## src/rtl/router_port_arbiter.sv

```systemverilog
// Round-robin arbiter feeding a single registered output slot (EMPTY/FULL FSM).
// Optional per-requester grant counters are enabled with the ARB_STATS_EN macro.
module router_port_arbiter #(
   parameter int WIDTH_packet = 14,
   parameter int NUM_REQ      = 3,
   parameter int WIDTH_cnt    = 16
) (
   input  logic                            clk,
   input  logic                            reset,
   input  logic [NUM_REQ-1:0]              in_valid,
   input  logic [NUM_REQ*WIDTH_packet-1:0] in_data,
   output logic [NUM_REQ-1:0]              in_ready,
   output logic                            out_valid,
   output logic [WIDTH_packet-1:0]         out_data,
   input  logic                            out_ready,
   output logic [1:0]                      grant_id,
   output logic                            busy
`ifdef ARB_STATS_EN
   ,
   output logic [NUM_REQ*WIDTH_cnt-1:0]    grant_cnt
`endif
);

   typedef enum logic {
      EMPTY = 1'b0,
      FULL  = 1'b1
   } state_t;

   state_t                    state_r;
   state_t                    state_next_s;
   logic [1:0]                last_grant_r;
   logic [WIDTH_packet-1:0]   out_data_r;
   logic [1:0]                grant_id_r;

   logic [3:0]                in_valid_ext_s;
   logic                      win_found_s;
   logic [1:0]                win_idx_s;
   logic [2:0]                idx_v;
   logic                      slot_avail_s;
   logic                      accept_s;
   logic                      out_fire_s;
   logic [WIDTH_packet-1:0]   sel_data_s;

   // Parameter sanity checks at elaboration
   if (NUM_REQ < 2 || NUM_REQ > 4) begin : g_bad_num_req
      $error("router_port_arbiter: NUM_REQ must be 2..4");
   end
   if (WIDTH_cnt < 1 || WIDTH_packet < 1) begin : g_bad_width
      $error("router_port_arbiter: widths must be positive");
   end

   // Round-robin search starting one past the last accepted requester
   always_comb begin
      in_valid_ext_s = 4'(in_valid);
      win_found_s    = 1'b0;
      win_idx_s      = 2'd0;
      idx_v          = 3'd0;
      for (int k = 1; k <= NUM_REQ; k++) begin
         idx_v = {1'b0, last_grant_r} + 3'(k);
         idx_v = (idx_v >= 3'(NUM_REQ)) ? (idx_v - 3'(NUM_REQ)) : idx_v;
         if (!win_found_s && in_valid_ext_s[idx_v[1:0]]) begin
            win_found_s = 1'b1;
            win_idx_s   = idx_v[1:0];
         end else begin
            win_found_s = win_found_s;
         end
      end
   end

   // Winner packet select
   always_comb begin
      sel_data_s = {WIDTH_packet{1'b0}};
      for (int i = 0; i < NUM_REQ; i++) begin
         if (win_idx_s == 2'(i)) begin
            sel_data_s = in_data[i*WIDTH_packet +: WIDTH_packet];
         end else begin
            sel_data_s = sel_data_s;
         end
      end
   end

   // Handshake decode and next-state logic
   always_comb begin
      slot_avail_s = (state_r == EMPTY) || out_ready;
      accept_s     = win_found_s && slot_avail_s && !reset;
      out_fire_s   = (state_r == FULL) && out_ready;
      in_ready     = {NUM_REQ{1'b0}};
      state_next_s = state_r;
      if (accept_s) begin
         in_ready = {{(NUM_REQ-1){1'b0}}, 1'b1} << win_idx_s;
      end else begin
         in_ready = {NUM_REQ{1'b0}};
      end
      case (state_r)
         EMPTY:   state_next_s = accept_s ? FULL : EMPTY;
         FULL:    state_next_s = (out_fire_s && !accept_s) ? EMPTY : FULL;
         default: state_next_s = EMPTY;
      endcase
   end

   // State, output slot and round-robin pointer
   always_ff @(posedge clk) begin
      if (reset) begin
         state_r      <= EMPTY;
         out_data_r   <= {WIDTH_packet{1'b0}};
         grant_id_r   <= 2'd0;
         last_grant_r <= 2'(NUM_REQ - 1);
      end else begin
         state_r <= state_next_s;
         if (accept_s) begin
            out_data_r   <= sel_data_s;
            grant_id_r   <= win_idx_s;
            last_grant_r <= win_idx_s;
         end
      end
   end

   assign out_valid = (state_r == FULL);
   assign out_data  = out_data_r;
   assign grant_id  = grant_id_r;
   assign busy      = (|in_valid) || out_valid;

`ifdef ARB_STATS_EN
   logic [NUM_REQ*WIDTH_cnt-1:0] grant_cnt_r;

   // Saturating accepted-transfer counters, one per requester
   always_ff @(posedge clk) begin
      if (reset) begin
         grant_cnt_r <= {(NUM_REQ*WIDTH_cnt){1'b0}};
      end else begin
         for (int i = 0; i < NUM_REQ; i++) begin
            if (in_ready[i] && (grant_cnt_r[i*WIDTH_cnt +: WIDTH_cnt] != {WIDTH_cnt{1'b1}})) begin
               grant_cnt_r[i*WIDTH_cnt +: WIDTH_cnt] <=
                  grant_cnt_r[i*WIDTH_cnt +: WIDTH_cnt] + WIDTH_cnt'(1);
            end
         end
      end
   end

   assign grant_cnt = grant_cnt_r;
`endif

endmodule

```

## config.mk

```make
export PLATFORM = sky130hd
export DESIGN_NAME = router_port_arbiter
export DESIGN_NICKNAME = d
export VERILOG_FILES = /design/src/rtl/router_port_arbiter.sv
export SDC_FILE = /design/constraint.sdc
export NUM_CORES = 1
export LEC_CHECK = 0
export CORE_AREA = 2 2 59 61
export DETAILED_ROUTE_END_ITERATION = 7
export DIE_AREA = 0 0 61 63
export PLACE_DENSITY = 0.94
export SLEW_MARGIN = 20
export SYNTH_ARGS = -nofsm -noshare
export SYNTH_HDL_FRONTEND = slang
export SYNTH_SLANG_ARGS = --single-unit
```

## constraint.sdc

```tcl
create_clock -name clk -period 6.4 [get_ports clk]
set_input_delay 0.64 -clock clk [delete_from_list [all_inputs] [get_ports clk]]
set_output_delay 0.64 -clock clk [all_outputs]
set_load 0.02 [all_outputs]
```

==> metrics.txt <==
vias per cell 5.63; post-CTS resize count 0; Post-Layout Cell Count 266; Die X 61 microns; highest clock rate 237 MHz; Net count, final 273; Sequential Power Share 25.0%; Initial Util 41.0%; combinational share of power 67.9%; critical path peak fanout 16; Synth async-reset ratio 0%; Arr. time, crit path 3.58 ns; Post-CTS Setup Bufs 0; Power Internal 0.437 mW; Post-synth EDFFs 0; critical-path cell list inv_1, ha_1, nand2b_1, a32o_2, o41ai_4, nor2_1, and2_1, clkdlybuf4s50_1; setup TNS 0 ns; slowest CP cell o41ai_4; Final setup viols 0; Cell Pwr Density 392 nW/um^2; Psw 0.361 mW; Placer Congestion 0.864; max_cap viols 0; Post-Layout Inst Area 2040 sq um; initial antenna violation count 0; First DRT Iteration DRCs 65; switching part of the total power 45.2%; Max rail drop VDD 0.000209 V; crit path from last_grant_r[0]; Min Hold Slack 0.474 ns; area taken by multi-input logic gates 867 sq um; post-DP HPWL 2900 microns; die height 63 microns; first-pass GRT wire length 6420 microns; unrepaired setup endpoints after global routing false; Syn Inst Count 161; GRT Util Overall 21.3%; number of global-route vias before repair 1428; clk_skew 0.00517 ns; worst rel slew slack 45.9%; Synth cell types 34; crit path kind reg -> out; CTS tree done; Net Count, Synth 212; Clk pwr share 7.1%; Rows 21; total gr overflow 0; FF+latch area 360 sq um; HP Class reg -> reg; number of hold buffers added after CTS 0; CTS H-Tree Depth 1; Antenna Nets Post-Route 0; fin crit period 4.22 ns; Worst setup EP type output pin; Wirelength per Cell 14.6 microns; Most used DFF post-synth dfxtp_1; Final Hold Fails 0; fin. max-slew vios 0; P_leak 0.793 nW; placed cells 262; Num CTS Buffers 3; Core Area 3230 sq um; Critical Path Source Type flip-flop; synthesized area 1330 sq um; root buffer cell clkbuf_4; status finished clean; vias 1498; Placement Cell Area 2010 sq um; n_diodes 0; Hold Startpoint out_data[12]; CP max stage delay 0.74 ns; Synth Warn # 0; Filler Cells Inserted 268; Clock Latency Late Sink 0.29 ns; clk sink count 18; Seq cells post-synth 18; commonest non-fill, non-tap cell in the layout clkdlybuf4s50_1; sequential cell area fraction in the yosys report 27.2%; RR Startpoint last_grant_r[0]; fin crit share 65.9%; synth-to-layout area growth 53.6%; Die Footprint 3840 sq um; Slew @ Worst Pin 0.808 ns; Worst EP required 5.76 ns; largest net degree at the start of global routing 25; Max clock buf depth 2; syn avg cell area 8.24 sq um; I/O Buffers 68; DR DRC count 0; Ports 69; DRT Wirelength 3890 microns; clk slew on worst S/H paths 0.10 ns; layout cells sized above 1 7.73%; most frequent cells in the layout clkdlybuf4s50_1 (68), nor2_1 (32), dfxtp_1 (18); first-pass iteration count of the detailed router 4
[registers in the layout, summed over array words and instances, names as in the netlist]
signal,count
grant_id,1
out_data,14
out_valid,1
last_grant_r,2
[synth_stat cells (3+ instances only)]
cell / number / share of area (%)
nor2_1: 32 / 9.1
dfxtp_1: 18 / 27
and2_1: 17 / 8.0
a221oi_1: 14 / 9.2
nand3_1: 14 / 5.3
o41ai_2: 8 / 9.8
clkbuf_1: 7 / 2.0
inv_1: 6 / 1.7
o41ai_1: 6 / 4.0
buf_2: 5 / 1.9
nand2b_1: 4 / 1.9
ha_1: 3 / 2.8
nor2b_1: 3 / 1.4
[critical path, delay by kind of cell (launching register included)]
kind | cells | cell delay, ns
flops | 1 | 0.55
fa+ha+maj | 1 | 0.45
buf+inv | 2 | 0.64
simple gates | 3 | 0.56
compound gates | 2 | 1.07
[power groups by stage]
stage / Sequential (mW) / Combinational (mW) / Clock, mW
2_1_floorplan: 0.257 / 0.300 / 0
3_3_place_gp: 0.201 / 0.527 / 0
3_5_place_dp: 0.201 / 0.534 / 0
4_1_cts: 0.200 / 0.538 / 0.0580
5_1_grt: 0.207 / 0.586 / 0.0626
6_report: 0.200 / 0.543 / 0.0567
[metrics by stage]
step	total power [mW]	worst slack, ns	utilization [%]
2_1_floorplan	0.558	3.40	-
3_3_place_gp	0.728	2.60	62.1
3_5_place_dp	0.735	2.50	62.1
4_1_cts	0.796	2.17	62.8
5_1_grt	0.855	1.96	63.0
6_report	0.799	2.18	63.0
[cells by family (layout without fill, tap and decap cells)]
kind of cell               count (synthesis)  count (layout)  synth area share [%]
buffers and inverters                     22              81                  8.11
xor gates and xnor gates                   1               1                 0.660
AOI/OAI and AO/OA                         42              42                  33.6
adders and majority gates                  3               3                  2.83
and+or+nand+nor                           75              75                  27.6
DFF                                       18              18                  27.2
[final cells by class]
cell class	count	area share, %
Inverter	7	1.29
Tap cell	46	2.83
Sequential cell	18	17.7
Multi-Input combinational cell	121	42.6
Clock buffer	3	1.11
Timing Repair Buffer	71	34.5
[per-layer routing]
layer  up-vias  track usage (%)  routed length [microns]
li1        715                -                        -
met1       716             28.3                     1540
met2        58             35.1                     2040
met3         9             2.07                      223
met4         0             7.61                       85
met5         -                0                        0
[worst paths after layout]
check                  to  slack, ns  depth (start not counted)
min reg2reg  out_data[12]       0.47                          2
max           in_ready[0]       2.18                          8
min          out_data[12]       0.47                          2
max reg2reg  out_data[10]       3.32                          7
No activity file was read; power rests on OpenSTA's default activity.
